===== src/rtl/drum_arb_pkg.sv =====
// ============================================================================
// Module      : drum_arb_pkg
// Description : Shared constants and helpers for the drum multiplier arbiter.
// Revision    : 1.0 - initial release
// ============================================================================
`default_nettype none

package drum_arb_pkg;

  // Default drum geometry: truncation width and operand widths.
  localparam int DRUM_K_DEF = 6;
  localparam int DRUM_N_DEF = 7;
  localparam int DRUM_M_DEF = 7;

  // Width of each per-requester grant counter.
  localparam int PERF_CNT_W = 16;

  // Bit offset of lane idx inside a packed vector of w-bit lanes.
  function automatic int lane_off(input int idx, input int w);
    return idx * w;
  endfunction

endpackage

`default_nettype wire


===== src/rtl/drum.sv =====
// ============================================================================
// Module      : drum
// Description : Combinational DRUM approximate multiplier. Operands are made
//               positive by one's complement, each magnitude is cut to K bits
//               below its leading one with the LSB forced to 1, the K x K
//               product is shifted back, and the sign is re-applied by one's
//               complement. Magnitudes narrower than K bits multiply exactly.
// Revision    : 1.0 - initial release
// ============================================================================
`default_nettype none

module drum #(
  parameter int K = 6,
  parameter int N = 7,
  parameter int M = 7
) (
  input  logic [N-1:0]   a_i,
  input  logic [M-1:0]   b_i,
  output logic [N+M-1:0] r_o
);

  localparam int SAW = $clog2(N) + 1;
  localparam int SBW = $clog2(M) + 1;

  logic [N-1:0]   a_mag;
  logic [M-1:0]   b_mag;
  logic [K-1:0]   a_t;
  logic [K-1:0]   b_t;
  logic [SAW-1:0] a_sh;
  logic [SBW-1:0] b_sh;
  logic [2*K-1:0] prod;
  logic [N+M-1:0] r_mag;
  logic           neg;

  // Leading-one truncation of operand A; the highest set bit wins.
  always_comb begin
    a_mag = a_i[N-1] ? ~a_i : a_i;
    a_t   = a_mag[K-1:0];
    a_sh  = '0;
    for (int i = K; i < N; i++) begin
      if (a_mag[i]) begin
        a_t  = {a_mag[i -: K-1], 1'b1};
        a_sh = SAW'(i - K + 1);
      end
    end
  end

  // Leading-one truncation of operand B; the highest set bit wins.
  always_comb begin
    b_mag = b_i[M-1] ? ~b_i : b_i;
    b_t   = b_mag[K-1:0];
    b_sh  = '0;
    for (int i = K; i < M; i++) begin
      if (b_mag[i]) begin
        b_t  = {b_mag[i -: K-1], 1'b1};
        b_sh = SBW'(i - K + 1);
      end
    end
  end

  assign prod  = a_t * b_t;
  assign r_mag = (N+M)'(prod) << (int'(a_sh) + int'(b_sh));
  assign neg   = a_i[N-1] ^ b_i[M-1];
  assign r_o   = neg ? ~r_mag : r_mag;

endmodule

`default_nettype wire


===== src/rtl/rr_arbiter.sv =====
// ============================================================================
// Module      : rr_arbiter
// Description : Combinational round-robin picker. Searches upward from the
//               pointer with wrap-around and returns a one-hot grant plus the
//               encoded index of the winner. No grant when disabled.
// Revision    : 1.0 - initial release
// ============================================================================
`default_nettype none

module rr_arbiter #(
  parameter  int NREQ = 4,
  localparam int IDW  = $clog2(NREQ)
) (
  input  logic [NREQ-1:0] req_i,
  input  logic            en_i,
  input  logic [IDW-1:0]  ptr_i,
  output logic [NREQ-1:0] gnt_o,
  output logic [IDW-1:0]  id_o
);

  logic found;
  int   idx;

  // First requesting lane at or above the pointer, wrapping past NREQ-1.
  always_comb begin
    gnt_o = '0;
    id_o  = '0;
    found = 1'b0;
    idx   = 0;
    for (int i = 0; i < NREQ; i++) begin
      idx = int'(ptr_i) + i;
      if (idx >= NREQ) begin
        idx = idx - NREQ;
      end
      if (en_i && !found && req_i[idx]) begin
        found      = 1'b1;
        gnt_o[idx] = 1'b1;
        id_o       = IDW'(idx);
      end
    end
  end

endmodule

`default_nettype wire


===== src/rtl/drum_mul_arbiter.sv =====
// ============================================================================
// Module      : drum_mul_arbiter
// Description : Round-robin sharing of one drum multiplier among NREQ
//               requesters through a two-stage pipeline (operand register,
//               then result register) with one id-tagged response channel.
//               Optional macro DRUM_ARB_PERF_EN adds per-requester saturating
//               grant counters on output perf_cnt.
// Revision    : 1.0 - initial release
// ============================================================================
`default_nettype none

module drum_mul_arbiter
  import drum_arb_pkg::*;
#(
  parameter  int NREQ = 4,
  parameter  int K    = DRUM_K_DEF,
  parameter  int N    = DRUM_N_DEF,
  parameter  int M    = DRUM_M_DEF,
  localparam int IDW  = $clog2(NREQ)
) (
  input  logic              clk,
  input  logic              rst,
  input  logic [NREQ-1:0]   req_valid,
  output logic [NREQ-1:0]   req_ready,
  input  logic [NREQ*N-1:0] req_a,
  input  logic [NREQ*M-1:0] req_b,
  output logic              rsp_valid,
  input  logic              rsp_ready,
  output logic [IDW-1:0]    rsp_id,
  output logic [N+M-1:0]    rsp_r
`ifdef DRUM_ARB_PERF_EN
  ,
  output logic [NREQ*PERF_CNT_W-1:0] perf_cnt
`endif
);

  localparam logic [IDW-1:0] LAST_ID = IDW'(NREQ - 1);

  logic            s1_valid_q;
  logic [N-1:0]    s1_a_q;
  logic [M-1:0]    s1_b_q;
  logic [IDW-1:0]  s1_id_q;
  logic [IDW-1:0]  ptr_q;
  logic [IDW-1:0]  ptr_d;
  logic            rsp_valid_q;
  logic [IDW-1:0]  rsp_id_q;
  logic [N+M-1:0]  rsp_r_q;

  logic            s1_adv;
  logic            s2_adv;
  logic            arb_en;
  logic [NREQ-1:0] gnt;
  logic [IDW-1:0]  gnt_id;
  logic            gnt_any;
  logic [N-1:0]    gnt_a;
  logic [M-1:0]    gnt_b;
  logic [N+M-1:0]  drum_r;

  assign s2_adv  = !rsp_valid_q || rsp_ready;
  assign s1_adv  = !s1_valid_q || s2_adv;
  assign arb_en  = s1_adv && !rst;
  assign gnt_any = |gnt;

  rr_arbiter #(
    .NREQ (NREQ)
  ) u_rr_arbiter (
    .req_i (req_valid),
    .en_i  (arb_en),
    .ptr_i (ptr_q),
    .gnt_o (gnt),
    .id_o  (gnt_id)
  );

  assign req_ready = gnt;

  // Select the winner's operands and move the pointer just past it.
  always_comb begin
    gnt_a = req_a[lane_off(int'(gnt_id), N) +: N];
    gnt_b = req_b[lane_off(int'(gnt_id), M) +: M];
    ptr_d = ptr_q;
    if (gnt_any) begin
      ptr_d = (gnt_id == LAST_ID) ? '0 : gnt_id + 1'b1;
    end
  end

  // Stage 1: operand register and round-robin pointer.
  always_ff @(posedge clk) begin
    if (rst) begin
      s1_valid_q <= 1'b0;
      s1_a_q     <= '0;
      s1_b_q     <= '0;
      s1_id_q    <= '0;
      ptr_q      <= '0;
    end else begin
      ptr_q <= ptr_d;
      if (s1_adv) begin
        s1_valid_q <= gnt_any;
        if (gnt_any) begin
          s1_a_q  <= gnt_a;
          s1_b_q  <= gnt_b;
          s1_id_q <= gnt_id;
        end
      end
    end
  end

  drum #(
    .K (K),
    .N (N),
    .M (M)
  ) u_drum (
    .a_i (s1_a_q),
    .b_i (s1_b_q),
    .r_o (drum_r)
  );

  // Stage 2: result register, held while the consumer stalls.
  always_ff @(posedge clk) begin
    if (rst) begin
      rsp_valid_q <= 1'b0;
      rsp_id_q    <= '0;
      rsp_r_q     <= '0;
    end else if (s2_adv) begin
      rsp_valid_q <= s1_valid_q;
      rsp_id_q    <= s1_id_q;
      rsp_r_q     <= drum_r;
    end
  end

  assign rsp_valid = rsp_valid_q;
  assign rsp_id    = rsp_id_q;
  assign rsp_r     = rsp_r_q;

`ifdef DRUM_ARB_PERF_EN
  generate
    for (genvar g = 0; g < NREQ; g++) begin : g_perf_lane
      logic [PERF_CNT_W-1:0] cnt_q;

      // Count grants to this lane, sticking at all-ones.
      always_ff @(posedge clk) begin
        if (rst) begin
          cnt_q <= '0;
        end else if (gnt[g] && (cnt_q != {PERF_CNT_W{1'b1}})) begin
          cnt_q <= cnt_q + 1'b1;
        end
      end

      assign perf_cnt[g*PERF_CNT_W +: PERF_CNT_W] = cnt_q;
    end
  endgenerate
`endif

endmodule

`default_nettype wire

===== config.mk =====
export PLATFORM = sky130hd
export DESIGN_NAME = drum_mul_arbiter
export DESIGN_NICKNAME = d
export VERILOG_FILES = /design/src/rtl/drum_arb_pkg.sv /design/src/rtl/drum.sv /design/src/rtl/rr_arbiter.sv /design/src/rtl/drum_mul_arbiter.sv
export SDC_FILE = /design/constraint.sdc
export NUM_CORES = 1
export LEC_CHECK = 0
export ABC_CLOCK_PERIOD_IN_PS = 7400
export CORE_MARGIN = 2
export CORE_UTILIZATION = 55
export CTS_BUF_LIST = sky130_fd_sc_hd__clkbuf_16
export CTS_CLUSTER_SIZE = 14
export DETAILED_ROUTE_END_ITERATION = 6
export GPL_ROUTABILITY_DRIVEN = 0
export PLACE_DENSITY = 0.87
export SYNTH_ARGS = -nofsm -noshare
export SYNTH_HDL_FRONTEND = slang
export SYNTH_SLANG_ARGS = --single-unit

===== constraint.sdc =====
create_clock -name clk -period 7.4 [get_ports clk]
set_input_delay 1.48 -clock clk [delete_from_list [all_inputs] [get_ports clk]]
set_output_delay 1.48 -clock clk [all_outputs]
set_load 0.005 [all_outputs]

==> impl_metrics.toml <==
[floorplan]
die_area_um2 = 7150
initial_utilization_pct = 56.6
rows = 29
chipWidth_um = 84.6
io_pins = 84
die_h_um = 84.6
core-area_um2 = 6310

[detailed_routing]
routed_via_density = 5.58
drt-pass1-iter-count = 4
drc = 0
wire_per_inst_um = 15.4
drtIter0Drc = 124
vias = 3076
ant_nets = 0
wl_mm = 8.48

[logic_synthesis]
synth-main-ff-cell = "dfxtp_1"
synth.distinct_cells = 43
synth_xor_area_share_pct = 7.85
synth_edf_count = 0
async_flop_share_pct = 0
syn_nets = 511
synth_area_leader_cell = "dfxtp_1"
synth.mux.area_fraction_pct = 19.8
syn_area_per_cell_um2 = 8.86
synthTopCellsByArea = "dfxtp_1, mux2i_1, ha_1"
synthSimpleGateAreaFrac_pct = 14.8
ys_ff_latch = 35
synthAdderAreaFrac_pct = 19.3
synth_top_family_by_area = "multiplexers"
yosysSeqAreaShare_pct = 19.6
netlist_area_um2 = 3570
syn_inst = 403
ys_warn_count = 0
synth_compound_area_share_pct = 11.4
synth_top_area_share_pct = 19.6

[final_layout]
fillCellCount = 466
seqCellArea_um2 = 701
area_delta_synth_final_pct = 26.8
antennaDiodeCount = 0
final_area_um2 = 4530
multi_input_area_um2 = 2630
stdcell_count = 551
nets = 581
drive_gt1_share_pct = 8.86
final_util_pct = 71.7

[sta]
worst_slew_pin_slew_ps = 1140
grt_setup_unrepaired = "no"
hold_viol = 0
tns_ps = 0
fin_crit_sh_pct = 71.7
slew_viol_final = 0
setup_ws_ps = 2090
fin_skew_ps = 5.53
relSlewSlack_pct = 23.9
period_needed_ps = 5310
finalSetupViolCount = 0
max_freq_mhz = 188

[global_routing]
overflow = 0
first_global_vias = 3180
grt_first_pass_wirelength_mm = 14.6
gr-usage-all-layers_pct = 24.7
antenna_found_initial = 0
grt_max_degree = 37

[clock_network]
cts_buffers = 5
clk_pin_slew_worst_paths_ps = 60
hold_buffers = 0
clkSinkCount = 35
clk_latency_ps = 280
htreeDepth = 2
cts_buffer_depth = 2
cts-resized-gates = 0
cts_tree = "done"
post_cts_buffers = 0
root_buffer = "clkbuf_16"

[placement]
dpl_cell_area_um2 = 4390
dp_cells = 543
dp_hpwl_mm = 6.58
io_buffers = 83
pre_cts_ws_ps = 2090

[setup_path]
cp.arrival_ps = 3830
path_class = "in2out"
cp_max_fo = 18
cp-end-kind = "output port"
cp.required_ps = 5920
cp-start-kind = "input pin"

[worst_hold_path]
hp-class = "reg2reg"

[flow_run]
cap_viol_max_count = 0

[pwr]
ir_drop_v = 0.000260
power_density_nw_per_um2 = 370
leakagePower_nw = 1.87

[outcome]
outcome = "finished clean"
-- synth_stat cells, drive strengths merged, types with 7 or more instances --
master / number
fa: 17
xnor2: 21
or2: 11
clkbuf: 7
dfxtp: 35
nor2b: 7
buf: 17
nor2: 59
nand2: 31
inv: 26
ha: 28
mux2i: 64
o21ai: 9
a21oi: 24
xor2: 11
-- area by class of cell --
| type | instances | area share (%) |
|---|---|---|
| multi-input cells | 317 | 58.0 |
| repair buffers | 87 | 19.0 |
| flip-flops and latches | 35 | 15.5 |
| clock buffers | 5 | 2.76 |
| inverters | 27 | 2.27 |
| well taps | 77 | 2.13 |
| clock inverters | 3 | 0.359 |
-- flip-flops by register name, summed over array words and instances, names as in the netlist, named ones only --
name and cells:
rsp_r 13, s1_a_q 7, s1_b_q 7, rsp_id 2
s1_id_q 2, ptr_q 1, rsp_valid 1, s1_valid_q 1
-- routing by layer --
metal  up-vias  global-route usage, %  wire, um
met3        17                   2.95       351
li1       1496                      -         -
met4         0                   8.23       174
met2        87                   46.9      4480
met1      1476                   28.4      3480
met5         -                      0         0
-- where the power goes --
part	internal [mW]	switching, mW
Sequential	0.253	0.0652
Clock	0.123	0.0743
Combinational	0.543	0.617
Total	0.919	0.756
-- critical path, cell delays in order --
cell and delay, ps:
clkdlybuf4s50_1 410, nor2b_1 870, a21o_1 500, nor2_1 100
clkdlybuf4s50_1 460
-- layout by cell type, fill, tap and decap left out, types with 2 or more instances in the layout --
| cell type | Yosys | layout |
|---|---|---|
| a211oi_1 | 3 | 3 |
| a21boi_0 | 2 | 2 |
| a21o_1 | 4 | 4 |
| a21oi_1 | 24 | 24 |
| a221oi_2 | 4 | 4 |
| buf_4 | 6 | 4 |
| clkbuf_16 | 0 | 5 |
| clkdlybuf4s50_1 | 0 | 83 |
| clkinv_2 | 1 | 2 |
| dfxtp_1 | 35 | 35 |
| fa_1 | 17 | 17 |
| ha_1 | 28 | 28 |
| inv_1 | 23 | 24 |
| inv_2 | 3 | 3 |
| mux2i_1 | 64 | 64 |
| mux4_2 | 2 | 2 |
| nand2_1 | 31 | 31 |
| nand2b_1 | 2 | 2 |
| nor2_1 | 57 | 57 |
| nor2b_1 | 7 | 7 |
| nor3_1 | 2 | 2 |
| nor4_2 | 2 | 2 |
| o21ai_0 | 8 | 8 |
| o22ai_1 | 3 | 3 |
| or2_2 | 11 | 11 |
| xnor2_1 | 21 | 21 |
| xor2_1 | 11 | 11 |
-- path summary, 6_finish.rpt --
kind	end	start	depth (start not counted)	slack, ps
worst max register to register	rsp_r[9]$_SDFFE_PP0P_	s1_b_q[6]$_SDFFE_PP0P_	15	2850
worst min register to register	rsp_r[9]$_SDFFE_PP0P_	rsp_r[9]$_SDFFE_PP0P_	2	450
worst min-delay path	rsp_r[9]$_SDFFE_PP0P_	rsp_r[9]$_SDFFE_PP0P_	2	450
worst max-delay path	req_ready[2]	rsp_ready	5	2090
-- per-stage QoR --
step | power (mW) | hold WS [ps]
floorplan | 1.20 | 436
global placement | 1.42 | 444
detailed placement | 1.47 | 448
CTS | 1.68 | 456
global route | 1.83 | 466
finish | 1.67 | 450
-- cells by family (layout without fill, tap and decap cells) --
group	Yosys count	count (layout)
buffers and inverters	51	122
adder cells (fa/ha/maj)	45	45
XOR/XNOR	32	32
AND/OR/NAND/NOR	115	115
AO/OA/AOI/OAI	57	57
multiplexers	68	68
flip-flops	35	35
Power figures use the tool's default switching activity.
==> edit 1: new RTL, same settings <==
`NREQ` is set to 4 in 2 places; all go to 8.
--- a/src/rtl/rr_arbiter.sv
+++ b/src/rtl/rr_arbiter.sv
@@ -8,7 +8,7 @@
 `default_nettype none
 
 module rr_arbiter #(
-  parameter  int NREQ = 4,
+  parameter  int NREQ = 8,
   localparam int IDW  = $clog2(NREQ)
 ) (
   input  logic [NREQ-1:0] req_i,
--- a/src/rtl/drum_mul_arbiter.sv
+++ b/src/rtl/drum_mul_arbiter.sv
@@ -12,7 +12,7 @@
 module drum_mul_arbiter
   import drum_arb_pkg::*;
 #(
-  parameter  int NREQ = 4,
+  parameter  int NREQ = 8,
   parameter  int K    = DRUM_K_DEF,
   parameter  int N    = DRUM_N_DEF,
   parameter  int M    = DRUM_M_DEF,
Ports: changed (5 resized); port bits go from 84 to 149. The function was not compared with the original's and may differ.
==> edit 1 against the original RTL <==
Sequential cell count rose by 3. Cell count rose by 57%. Final area rose by 53%. Area after synthesis rose by 47%. Die area rose by 45%. Setup slack got worse by 1200 ps. Routed wire length rose by 89%. Core utilization rose by 2.8 points.
Power is left out: the tool's default activity adds up to more than one toggle a clock period on the data nets, which glitch-free logic cannot reach.
==> edit 1: results (changes against the original RTL) <==
Outcome
  – Status: complete, no violations

Clocking
  – Post-CTS Setup Bufs: 0 (unchanged)
  – CTS Buf Count: 5 (unchanged)
  – Root buf cell: clkbuf_16
  – Clk slew on worst S/H paths: 50 ps

Timing
  – FMAX: 0.153 GHz (-19%)
  – Least-Margin Pin Slew: 1180 ps (+42.1 ps)
  – Max Clock Skew: 3.73 ps (-1.80 ps)
  – Final setup fails: 0 (unchanged)

Yosys
  – Avg Cell Area, Syn: 8.61 um^2 (-2.9%)
  – Post-synthesis sequential area ratio: 14.4% (-5.2 points)
  – Ys async rst share: 0% (unchanged)
  – Synth Area in XOR/XNOR: 7.46% (-0.39 points)
  – Netlist cell types: 62 (+44%)
  – Most frequent cells after synthesis: nand2_1, mux2_2, nor2_1
  – Main area contributors after synthesis: dfxtp_1, mux2_2, ha_1, fa_1, mux4_2
  – Synth Area in Compound Gates: 22.9% (+12 points)
  – Mux share of post-synthesis cell area: 19.2% (-0.61 points)
  – Post-Syn Nets: 782 (+53%)
  – Area share of fa/ha/maj cells after synthesis: 13.6% (-5.8 points)
  – Syn Inst Count: 612 (+52%)

Cells and area
  – Signal buf overhead: 22.6% (+3.6 points)
  – Share of cells above drive strength 1: 13.8% (+5.0 points)
  – Antenna diodes: 0 (unchanged)
  – Count of multi-input gates: 487 (+54%)
  – Seq area share: 11.0% (-4.5 points)
  – Register area: 761 um^2 (+8.6%)
  – Non-CTS buffers: 159 (+83%)
  – # clk buffers: 5 (unchanged)
  – Fin nets: 906 (+56%)
  – Filler Cell Count: 663 (+42%)
  – Multi-input logic portion of the cell area: 59.6% (+1.6 points)
  – Number of flip-flops and latches: 38 (+8.6%)
  – Max FFs per register: 13 (unchanged)
  – Layout Cells excl Fill: 866 (+57%)
  – Non-CTS inverters: 45 (+67%)
  – Clock buffers and inverters, area share: 2.04% (-1.1 points)

Routing
  – Pre-Repair DR Iteration Count: 6 (+2)
  – DRC: 0 (unchanged)
  – Drt wl/cell: 18.5 um (+20%)
  – DR iter-0 viols: 385 (+210%)
  – Via Count: 5440 (+77%)

Place
  – HPWL Detailed: 12.7 mm (+93%)
  – Placed Instances: 858 (+58%)
  – Dpl ws: 934 ps (-1160 ps)
  – Cell Area, Placed: 6780 um^2 (+54%)
  – Port Buffers: 148 (+78%)

Worst setup path
  – Crit-path max FO: 17 (-1)
  – Worst EP arrival: 5060 ps (+1230 ps)
  – CP max stage delay: 550 ps (-320 ps)
  – Worst path slowest cell: clkdlybuf4s50_1

Global route
  – GR Util All Layers: 29.9% (+5.2 points)
  – Met3 Usage GRT: 5.27% (+2.3 points)
  – Largest net degree at the start of global routing: 40 (+8.1%)
  – M2 GR Usage: 49.3% (+2.4 points)
  – GRT met1 Usage: 39.4% (+11 points)
  – Number of global-route vias before repair: 5261 (+65%)
  – First-pass GRT wire length: 25.0 mm (+72%)
  – Initial antenna violation count: 0 (unchanged)
## edit 1: changes by cell type in the layout (fill, tap and decap cells not counted), sizes merged, moves of 12 or more
cell and delta:
clkdlybuf4s50 +65, mux2 +49, mux2i -45, nand2 +29, inv +17, nor2 -15
o221ai +15, and2 +14, o2bb2ai +13, o32ai +13, xor2 +13, nand3 +12
## edit 1: per-layer routing
metal,vias to the layer above,part of all wire [%],wire length (um)
li1,2494,-,-
met1,2561,39,6300
met2,319,48,7740
met3,66,9.2,1470
met4,0,3.4,541
met5,-,0,0
## edit 1: worst paths after layout
check / end / start / cells after the start / slack, ps
worst max-delay path: req_ready[6] / req_valid[7] / 10 / 860
worst min register to register: rsp_id[1] / rsp_id[1] / 2 / 450
worst min-delay path: rsp_id[1] / rsp_id[1] / 2 / 450
worst max register to register: s1_b_q[5] / ptr_q[2] / 11 / 1910
## edit 1: critical path: cells and delay by family
family,cells,cell delay (ps)
buf+inv,3,1200
compound gates,4,1090
simple gates,2,750
mux,1,550
==> edit 2: new RTL, config.mk and constraints unchanged <==
Made on the original files. Add a define of `DRUM_ARB_PERF_EN`.
--- a/src/rtl/drum_mul_arbiter.sv
+++ b/src/rtl/drum_mul_arbiter.sv
@@ -8,6 +8,8 @@
 // Revision    : 1.0 - initial release
 // ============================================================================
 `default_nettype none
+
+`define DRUM_ARB_PERF_EN
 
 module drum_mul_arbiter
   import drum_arb_pkg::*;
New outputs: perf_cnt. Function: not settled (the Yosys comparison gave no result); the edit may change what the design does.
==> edit 2 against the original RTL <==
Via count increased by 90%. Clock power increased by 140%. Setup slack got worse by 520 ps. Critical path depth increased by 3. Routed wire length increased by 84%. Count of clock-buffer cells in the layout increased by 4. Sequential cell count increased by 64. Register-to-register slack got worse by 270 ps. Power increased by 68%. Clock skew increased by 3.9 ps. Area after synthesis increased by 82%. Final area increased by 84%. Critical endpoint is now req_ready[0]. Highest routed layer unchanged.
==> edit 2: results (changes against the original RTL) <==
Worst setup path
  – CP max stage delay: 640 ps (-230 ps)
  – Worst EP arrival: 4350 ps (+520 ps)
  – Worst path slowest cell: mux4_2
  – R2R Path End: rsp_r[11]
  – Crit-path max FO: 12 (-6)
  – Worst R2R Path Depth: 14 (-1)
  – Worst reg2reg startpoint: s1_a_q[6]

Yosys
  – Mux share of post-synthesis cell area: 7.36% (-12 points)
  – Post-synthesis sequential area ratio: 30.5% (+11 points)
  – Synth Area in XOR/XNOR: 11.7% (+3.9 points)
  – Most frequent cells after synthesis: dfxtp_1, nor2_1, nand2_1
  – Main area contributors after synthesis: dfxtp_1, xnor2_1, ha_1, nor2_1, fa_1
  – Avg Cell Area, Syn: 8.29 um^2 (-6.4%)
  – Synth Area in Compound Gates: 9.27% (-2.1 points)
  – Netlist cell types: 50 (+16%)
  – Area share of fa/ha/maj cells after synthesis: 11.4% (-7.9 points)

Min path
  – Hold endpoint: rsp_id[1]
  – Worst Hold Launch: s1_id_q[1]

Clocking
  – CTS H-Tree Depth: 3 (+1)
  – Worst skew pair latency: 340 ps (+60 ps)

Place
  – Cell Area, Placed: 8050 um^2 (+84%)
  – Placed Instances: 1043 (+92%)
  – Port Buffers: 147 (+77%)
  – Dpl ws: 1590 ps (-506 ps)
  – HPWL Detailed: 11.0 mm (+67%)

Timing
  – Max Clock Skew: 9.41 ps (+3.88 ps)
  – Least-Margin Pin Slew: 1190 ps (+53.6 ps)
  – Worst hold margin: 452 ps (+2.87 ps)

Cells and area
  – Filler Cell Count: 878 (+88%)
  – Antenna diodes: 0 (unchanged)
  – Share of cells above drive strength 1: 6.11% (-2.7 points)
  – Max FFs per register: 64 (+51)
  – Layout Cells excl Fill: 1059 (+92%)

Global route
  – Largest net degree at the start of global routing: 104 (+180%)
  – Number of global-route vias before repair: 5656 (+78%)
  – GR Util All Layers: 24.8% (+0.075 points)
  – First-pass GRT wire length: 26.1 mm (+79%)

Outcome
  – Status: complete, no violations

Routing
  – Final WL: 15.6 mm (+84%)
  – Via density per instance: 5.53 (-0.90%)
  – DR iter-0 viols: 311 (+150%)

Power and ir drop
  – VDD IR max: 0.219 mV (-16%)
  – Leakage power total: 3.09 nW (+65%)
-- edit 2: changes by cell type after synthesis, moves of 14 or more --
cell	before	now
dfxtp_1	35	99
nand2_1	31	89
mux2i_1	64	23
nor2_1	57	98
xnor2_1	21	59
nor3_1	2	30
nand3_1	1	25
inv_1	23	45
a21oi_1	24	44
xor2_1	11	28
clkbuf_1	7	21
o211ai_1	0	14
-- edit 2: final cells by class --
| type | count | area, um^2 | share of cell area (%) |
|---|---|---|---|
| timing repair buffer | 154 | 1520 | 18.2 |
| multi-input combinational | 601 | 4200 | 50.3 |
| inverter | 46 | 173 | 2.07 |
| clock inverter | 7 | 66.3 | 0.795 |
| tap | 143 | 179 | 2.14 |
| sequential | 99 | 1980 | 23.8 |
| clock buffer | 9 | 225 | 2.70 |
-- edit 2: worst max-delay path, delay by kind of cell --
kind                   cells  cell delay [ps]
multiplexers               1              640
buffers and inverters      4             1370
AO/OA/AOI/OAI              1               70
AND/OR/NAND/NOR            2              780
-- edit 2: report_power, final --
group	internal, mW	total [mW]	leakage, nW	switching (mW)
logic	0.735	1.62	2.15	0.884
clock network	0.260	0.464	0.137	0.204
registers	0.624	0.735	0.804	0.111
-- edit 2: worst max path at each step --
stage	from	to	slack, ps
after CTS	req_valid[3]	req_ready[0]	1590
after floorplan	req_valid[3]	req_ready[3]	2910
after detailed placement	req_valid[3]	req_ready[0]	1590
after global routing	req_valid[3]	req_ready[0]	1480
after global placement	req_valid[3]	req_ready[0]	1660
final	req_valid[3]	req_ready[0]	1570
-- edit 2: per-layer routing --
layer	up-vias	track usage (%)	routed length, um
met5	-	0	0
met4	0	8.78	231
met3	22	5.45	981
met2	173	42.9	7730
met1	2746	30.3	6640
li1	2918	-	-
